$ cat src/rtl/branch_predictor.sv
// Branch predictor: direct-mapped BTB plus a PHT of saturating counters, in either bimodal
// (GHR_W = 0) or gshare (GHR_W > 0) mode, with speculative global history and repair.
//
// Ports:
//   clk, rst                   clock and synchronous active-high reset
//   lookup_valid, lookup_pc    fetch-stage query
//   pred_hit, pred_taken       combinational prediction for lookup_pc
//   pred_target                predicted next pc (BTB target or lookup_pc + 4)
//   pred_ghr                   history snapshot to carry down the pipe
//   upd_valid, upd_pc, ...     EX-stage resolution: outcome, target, mispredict flag,
//                              and the history snapshot the branch was predicted with
//   branch_cnt, mispredict_cnt saturating statistics counters
module branch_predictor #(
   parameter int unsigned PC_W  = 32,
   parameter int unsigned IDX_W = 6,
   parameter int unsigned CNT_W = 2,
   parameter int unsigned GHR_W = 0,
   parameter int unsigned TAG_W = 8,
   localparam int unsigned GW   = (GHR_W == 0) ? 1 : GHR_W
) (
   input  logic            clk,
   input  logic            rst,
   input  logic            lookup_valid,
   input  logic [PC_W-1:0] lookup_pc,
   output logic            pred_hit,
   output logic            pred_taken,
   output logic [PC_W-1:0] pred_target,
   output logic [GW-1:0]   pred_ghr,
   input  logic            upd_valid,
   input  logic [PC_W-1:0] upd_pc,
   input  logic            upd_taken,
   input  logic [PC_W-1:0] upd_target,
   input  logic            upd_mispredict,
   input  logic [GW-1:0]   upd_ghr,
   output logic [31:0]     branch_cnt,
   output logic [31:0]     mispredict_cnt
);

   localparam int unsigned      DEPTH   = 2 ** IDX_W;
   localparam logic [CNT_W-1:0] CNT_MAX = {CNT_W{1'b1}};
   // Weakly-not-taken: 2^(CNT_W-1)-1, i.e. all ones below the MSB.
   localparam logic [CNT_W-1:0] CNT_WNT = CNT_MAX >> 1;

   logic                 btb_valid_q  [DEPTH];
   logic [TAG_W-1:0]     btb_tag_q    [DEPTH];
   logic [PC_W-1:0]      btb_target_q [DEPTH];
   logic [CNT_W-1:0]     pht_q        [DEPTH];
   logic [GW-1:0]        ghr_q, ghr_d;
   logic [31:0]          branch_cnt_q, mispredict_cnt_q;

   logic [IDX_W-1:0]     lk_bidx, lk_pidx, up_bidx, up_pidx;
   logic [TAG_W-1:0]     lk_tag, up_tag;
   logic [CNT_W-1:0]     cnt_cur, cnt_nxt;

   // Bimodal ignores history entirely so upd_ghr cannot perturb the index.
   function automatic logic [IDX_W-1:0] pht_index(input logic [PC_W-1:0] pc,
                                                  input logic [GW-1:0]   ghr);
      if (GHR_W == 0) return pc[IDX_W+1:2];
      return pc[IDX_W+1:2] ^ IDX_W'(ghr);
   endfunction

   assign lk_bidx = lookup_pc[IDX_W+1:2];
   assign lk_tag  = lookup_pc[IDX_W+TAG_W+1:IDX_W+2];
   assign lk_pidx = pht_index(lookup_pc, ghr_q);
   assign up_bidx = upd_pc[IDX_W+1:2];
   assign up_tag  = upd_pc[IDX_W+TAG_W+1:IDX_W+2];
   assign up_pidx = pht_index(upd_pc, upd_ghr);

   // Prediction reads registered state only, so same-cycle updates are not bypassed.
   assign pred_hit    = btb_valid_q[lk_bidx] && (btb_tag_q[lk_bidx] == lk_tag);
   assign pred_taken  = pred_hit && pht_q[lk_pidx][CNT_W-1];
   assign pred_target = pred_taken ? btb_target_q[lk_bidx] : lookup_pc + PC_W'(4);
   assign pred_ghr    = ghr_q;

   assign branch_cnt     = branch_cnt_q;
   assign mispredict_cnt = mispredict_cnt_q;

   assign cnt_cur = pht_q[up_pidx];

   always_comb begin
      cnt_nxt = cnt_cur;
      if (upd_taken) begin
         if (cnt_cur != CNT_MAX) cnt_nxt = cnt_cur + CNT_W'(1);
      end else if (cnt_cur != '0) begin
         cnt_nxt = cnt_cur - CNT_W'(1);
      end
   end

   // Repair from a resolved mispredict takes priority over the speculative shift.
   always_comb begin
      ghr_d = ghr_q;
      if (GHR_W == 0) begin
         ghr_d = '0;
      end else if (upd_valid && upd_mispredict) begin
         ghr_d = GW'({upd_ghr, upd_taken});
      end else if (lookup_valid && pred_hit) begin
         ghr_d = GW'({ghr_q, pred_taken});
      end
   end

   always_ff @(posedge clk) begin
      if (rst) begin
         for (int unsigned i = 0; i < DEPTH; i++) begin
            btb_valid_q[i] <= 1'b0;
            pht_q[i]       <= CNT_WNT;
         end
         ghr_q            <= '0;
         branch_cnt_q     <= '0;
         mispredict_cnt_q <= '0;
      end else begin
         ghr_q <= ghr_d;
         if (upd_valid) begin
            pht_q[up_pidx] <= cnt_nxt;
            if (upd_taken) btb_valid_q[up_bidx] <= 1'b1;
            if (branch_cnt_q != '1) branch_cnt_q <= branch_cnt_q + 32'd1;
            if (upd_mispredict && (mispredict_cnt_q != '1)) begin
               mispredict_cnt_q <= mispredict_cnt_q + 32'd1;
            end
         end
      end
   end

   // Tag/target need no reset: they are only observed through a set valid bit.
   always_ff @(posedge clk) begin
      if (!rst && upd_valid && upd_taken) begin
         btb_tag_q[up_bidx]    <= up_tag;
         btb_target_q[up_bidx] <= upd_target;
      end
   end

   logic unused_pc_bits;
   assign unused_pc_bits = ^{upd_pc[1:0], upd_pc[PC_W-1:IDX_W+TAG_W+2]};

endmodule
$ cat config.mk
export PLATFORM = sky130hd
export DESIGN_NAME = branch_predictor
export DESIGN_NICKNAME = d
export VERILOG_FILES = /design/src/rtl/branch_predictor.sv
export SDC_FILE = /design/constraint.sdc
export NUM_CORES = 2
export LEC_CHECK = 0
export BUFFER_PORTS_ARGS = -buffer_cell sky130_fd_sc_hd__buf_4
export CORE_AREA = 2 2 448 450
export DETAILED_ROUTE_END_ITERATION = 10
export DIE_AREA = 0 0 450 452
export PLACE_DENSITY_LB_ADDON = 0.05
export SYNTH_ARGS = -nofsm -noshare
export SYNTH_HDL_FRONTEND = slang
export SYNTH_SLANG_ARGS = --single-unit
$ cat constraint.sdc
create_clock -name clk -period 4.85 [get_ports clk]
set_clock_uncertainty 0.1 [all_clocks]
set_input_delay 0.485 -clock clk [delete_from_list [all_inputs] [get_ports clk]]
set_output_delay 0.485 -clock clk [all_outputs]
set_load 0.01 [all_outputs]
; After elaboration in Yosys (flattened, before gate mapping)
; Memory sizes are Yosys's and may differ from the RTL's.
; Cells that the tools add are included.
[word_totals]
reg_bits = 64
mem_bits_rw = 2752
in_bits = 103
mem_count = 4
[mem_list]
columns = name, depth, word_bits, read_ports, rd_clocked_by_memory_dff, write_ports, line
row1 = btb_target_q, 64, 32, 1, 0, 1, 46  ; logic [PC_W-1:0] btb_target_q [DEPTH];
row2 = btb_tag_q, 64, 8, 1, 0, 1, 45  ; logic [TAG_W-1:0] btb_tag_q [DEPTH];
row3 = pht_q, 64, 2, 2, 0, 64, 47  ; logic [CNT_W-1:0] pht_q [DEPTH];
row4 = btb_valid_q, 64, 1, 1, 0, 64, 44  ; logic btb_valid_q [DEPTH];
[classes]
addsub = 5
n_eq_ne = 4
muxes = 21
n_reduce_logical = 11
[op_table]
columns = cell, count
row1 = $add A32 B1 Y32 const B, 2
row2 = $ne A32 B32 Y1 const B, 2
row3 = $add A32 B3 Y32 const B, 1
row4 = $mux W32, 1
row5 = $mux W1, 14
row6 = $mux W6, 2
row7 = $eq A8 B8 Y1, 1
row8 = $mux W2, 4
row9 = $logic_and A1 B1 Y1, 5
row10 = $reduce_and A2 Y1, 2
row11 = $add A2 B1 Y2 const B, 1
row12 = $ne A2 B2 Y1 const B, 1
row13 = $reduce_bool A2 Y1, 1
row14 = $reduce_or A2 Y1, 1
row15 = $sub A2 B1 Y2 const B, 1
row16 = $logic_not A1 Y1, 1
row17 = $reduce_or A1 Y1, 1

; Depth between registers and ports, before layout
[logic_depth]
depth_word = 6
depth_mapped = 15
depth_no_buf = 9

; Least setup slack after synthesis
; Ideal clock, no wire load.
[synth_path]
path_kind = input -> register
startpoint = input port upd_pc[7]
endpoint = memory btb_tag_q[27][0] (enable)
t_arrival_ns = 4.656
slack_ns = -0.395
path_stages = 7
n_path_buf = 4
cell_sequence = clkbuf_1 clkbuf_1 or3_1 or2_2 clkbuf_1 clkbuf_1 nor3_1
[synth_lines]
columns = element, line
row1 = start: declaration, 30  ; input logic [PC_W-1:0] upd_pc,
row2 = end: declaration, 45
; No word-level cell before the write port.

; Worst setup path after layout
[layout_path]
startpoint = input port lookup_pc[4]
endpoint = output port pred_target[14]
[layout_between]
elab_chain_cells = 5
elab_cells_between_ends = 9
cone_classes = 1 x add/sub / 1 x eq/ne / 1 x mux / 2 x reduce/logical / 4 x memory
[layout_lines]
columns = element, line
row1 = start: declaration, 24  ; input logic [PC_W-1:0] lookup_pc,
row2 = $mem_v2 Z64 W8, -
row3 = $eq A8 B8 Y1, 70  ; assign pred_hit = btb_valid_q[lk_bidx] && (btb_tag_q[lk_bidx] == lk_tag);
row4 = $logic_and A1 B1 Y1, 70
row5 = $logic_and A1 B1 Y1, 71  ; assign pred_taken = pred_hit && pht_q[lk_pidx][CNT_W-1];
row6 = $mux W32 *, 72  ; assign pred_target = pred_taken ? btb_target_q[lk_bidx] : lookup_pc + PC_W'(4);
row7 = end: declaration, 27  ; output logic [PC_W-1:0] pred_target,
; Mark *: on every way between the ends. The rest lies on a longest branch, timed or not.

==> out/qor.csv <==
stage;metric;value;unit
sta;tightest_slew;1100;ps
clock_tree;cts_buffers;303;
drt;via_per_inst;6.76;
floorplan;die_area;203000;um^2
yosys;yosysWarnings;0;
placed_design;port_buffers;180;
global_routing;grt_pass1_wl;434000;um
sta;setup_tns;-204;ps
worst_setup_path;required;4260;ps
worst_setup_path;r2r_slack;1370;ps
sta;max_freq;0.204;GHz
worst_setup_path;reg2reg_depth;9;
global_routing;grt.met3_usage;5.58;%
status;violations;negative setup slack;
drt;num_vias;57300;
worst_setup_path;worst-path-buf-inv;6;
worst_setup_path;cp.arrival;4320;ps
clock_tree;clk_pin_slew;60;ps
sta;hold_viol;0;
global_routing;grt_max_degree;108;
cells_and_area;final_nets;5697;
sta;finalCritPeriodShare;101;%
yosys;synth-seq-cells;2816;
yosys;dominantRegCellSynth;edfxtp_1;
yosys;seq_area_frac_synth;75.2;%
cells_and_area;fillers;13400;
yosys;synthArstFlopShare;0;%
cells_and_area;fin_util;64.1;%
floorplan;rows;164;
global_routing;met1_usage;45.8;%
drt;initialDrtViolationCount;8166;
placed_design;dp_slack;85.3;ps
cells_and_area;drive_gt1_share;30.3;%
global_routing;overflow;0;
drt;drt_wl_total;312000;um
worst_setup_path;crit_type;in -> out;
global_routing;grt_pass1_vias;56300;
drt;first_pass_iters;6;
job;max-cap-violations;0;
placed_design;post-dp-hpwl;158000;um
global_routing;grt_antenna_before_repair;13;
global_routing;grtUsageMet2;47.4;%
drt;ant_nets;0;
status;status;complete, but fails checks;
clock_tree;cts.sinks;2816;
worst_setup_path;cp-end-kind;output pin;
yosys;syn_nets;5271;
sta;period_minus_slack;4900;ps
worst_setup_path;slowest_delay;570;ps
power;p_leak;40.9;nW
worst_setup_path;cp-start-kind;input pin;
floorplan;initial_utilization;55.8;%
placed_design;place_congestion;0.838;
power;p_per_area;405;nW/um^2
floorplan;die_h;452;um
sta;final-setup-viol-count;11;
cells_and_area;mostFrequentLayoutCells;edfxtp_1, mux4_2, clkbuf_16, buf_4, nand2_1;
worst_setup_path;cpMostUsedCell;buf_12;
floorplan;ios;202;
drt;wl_per_cell;36.8;um
cells_and_area;area_growth;15.0;%
yosys;syn_inst;5165;
yosys;synth_cell_type_count;73;
clock_tree;cts_buffer_depth;4;
worst_setup_path;path_delay_family;buffers and inverters;
drt;drc;0;
clock_tree;worstSkewPairLatency;940;ps
min_path;min_path_type;in -> reg;
global_routing;grt_busiest_layer;met2;
worst_setup_path;crit_cells;13;
worst_setup_path;path_cells;buf_8 > buf_12 > buf_4 > mux4_2 > mux2_2 > o21ai_0 > o31ai_1 > xnor2_1 > nand4_4 > buf_12 > buf_16 > mux2_4 > buf_6;
floorplan;design.core.area;199000;um^2
sta;hold_ws;84.8;ps
floorplan;die_w;450;um
worst_setup_path;rr_endpoint;branch_cnt[18];
yosys;syn_area;111000;um^2
clock_tree;cts_tree;built;
global_routing;track_usage;30.9;%
worst_setup_path;crit_start;lookup_pc[4];
clock_tree;cts_root_buffer;clkbuf_16;
sta;rsz0062_at_grt;true;
cells_and_area;final_common_cell;edfxtp_1;
min_path;hold_path_depth;4;
sta;maxSlewHeadroom;26.7;%
sta;drv_slew;0;
yosys;synth_edf_count;2688;
worst_setup_path;r2r_start;branch_cnt[14];
sta;setup_slack;-53.7;ps
worst_setup_path;critPathCapture;pred_target[14];
worst_setup_path;cp_slowest_cell;buf_4;
clock_tree;cts-htree-levels;5;
yosys;avgSynthCellArea;21.4;um^2
power;peakVddDrop;324;uV
worst_setup_path;worst-path-max-fanout;34;
## worst min-delay path by stage
| stage | start | to |
|---|---|---|
| 2_1_floorplan | btb_valid_q[12] | btb_valid_q[12] |
| 3_3_place_gp | btb_valid_q[6] | btb_valid_q[6] |
| 3_5_place_dp | btb_valid_q[60] | btb_valid_q[60] |
| 4_1_cts | upd_pc[6] | pht_q[37][0] |
| 5_1_grt | upd_pc[6] | pht_q[32][0] |
| 6_report | upd_pc[6] | pht_q[37][0] |
## cell usage after synthesis, drive strengths merged (16+ instances only)
library cell,instances,share of area (%)
nor3,81,0.37
o21ai,67,0.30
a21oi,35,0.16
a21o,66,0.45
nor2b,17,0.096
inv,17,0.058
edfxtp,2688,73
mux2i,86,0.78
buf,162,0.89
mux2,69,0.80
nor2,191,0.65
dfxtp,128,2.3
nand4,23,0.14
or3,19,0.11
nand3,81,0.37
xor2,41,0.32
a22oi,30,0.20
a221oi,16,0.13
and3,17,0.096
mux4,811,16
clkbuf,156,0.53
xnor2,42,0.33
nand2,185,0.63
and2,16,0.090
## where the power goes
part	internal (mW)	leakage [nW]	total, mW	switching [mW]
Sequential	26.7	25.2	26.7	0.0321
Combinational	1.06	11.1	2.54	1.48
Clock	13.1	4.62	22.3	9.19
## sequential cells by signal (all words and copies together) (netlist names)
signal          count
branch_cnt         32
btb_tag_q         512
btb_target_q     2048
btb_valid_q        64
mispredict_cnt     32
pht_q             128
## what timing repair did
action / in CTS / in global routing
endpoints found under the hold margin: 2622 / 0
hold buffers: 43 / 0
gates cloned: 3 / 0
pin swaps: 7 / 3
endpoints found under the setup margin: 32 / 32
gates resized for setup: 42 / 3
buffers inserted: 1 / 0
## cells by family (layout without fill, tap and decap cells)
family          after synthesis  count (layout)  synth area share, %
compound gates              287             287                 1.77
xor+xnor                     83              83                0.656
simple gates                671             671                 2.80
other cells                   1               6              0.00339
buf+inv                     336             985                 1.48
fa+ha+maj                     5               5               0.0520
flops                      2816            2816                 75.2
mux                         966             966                 18.1
## through the flow
stage / power [mW] / area [um^2] / instances
2_1_floorplan: 28.7 / 111000 / 5165
5_1_grt: 52.9 / 127000 / 8473
6_report: 51.6 / 127000 / 8475
3_5_place_dp: 29.7 / 117000 / 7896
4_1_cts: 51.9 / 127000 / 8470
3_3_place_gp: 29.7 / 117000 / 7896
## worst reg2reg max path: cells and delay by family (launching register included)
kind,cells,cell delay (ps)
flip-flops,1,460
AO/OA/AOI/OAI,1,530
XOR/XNOR,1,140
AND/OR/NAND/NOR,7,2100
## cell type report
type	instances	area, um^2	area share (%)
multi-input cells	2013	26400	20.8
well taps	2656	3320	2.61
clock inverters	148	1300	1.02
repair buffers	439	4760	3.74
flip-flops and latches	2816	83300	65.4
clock buffers	380	8140	6.40
diodes	5	12.5	0.00983
inverters	18	78.8	0.0619
## per-layer routing
| metal | share of wire (%) | up-vias |
|---|---|---|
| met5 | 0.0093 | - |
| met4 | 3.6 | 4 |
| met3 | 10 | 535 |
| met2 | 47 | 3155 |
| met1 | 39 | 31100 |
| li1 | - | 22500 |
(Power assumes the default switching activity.)
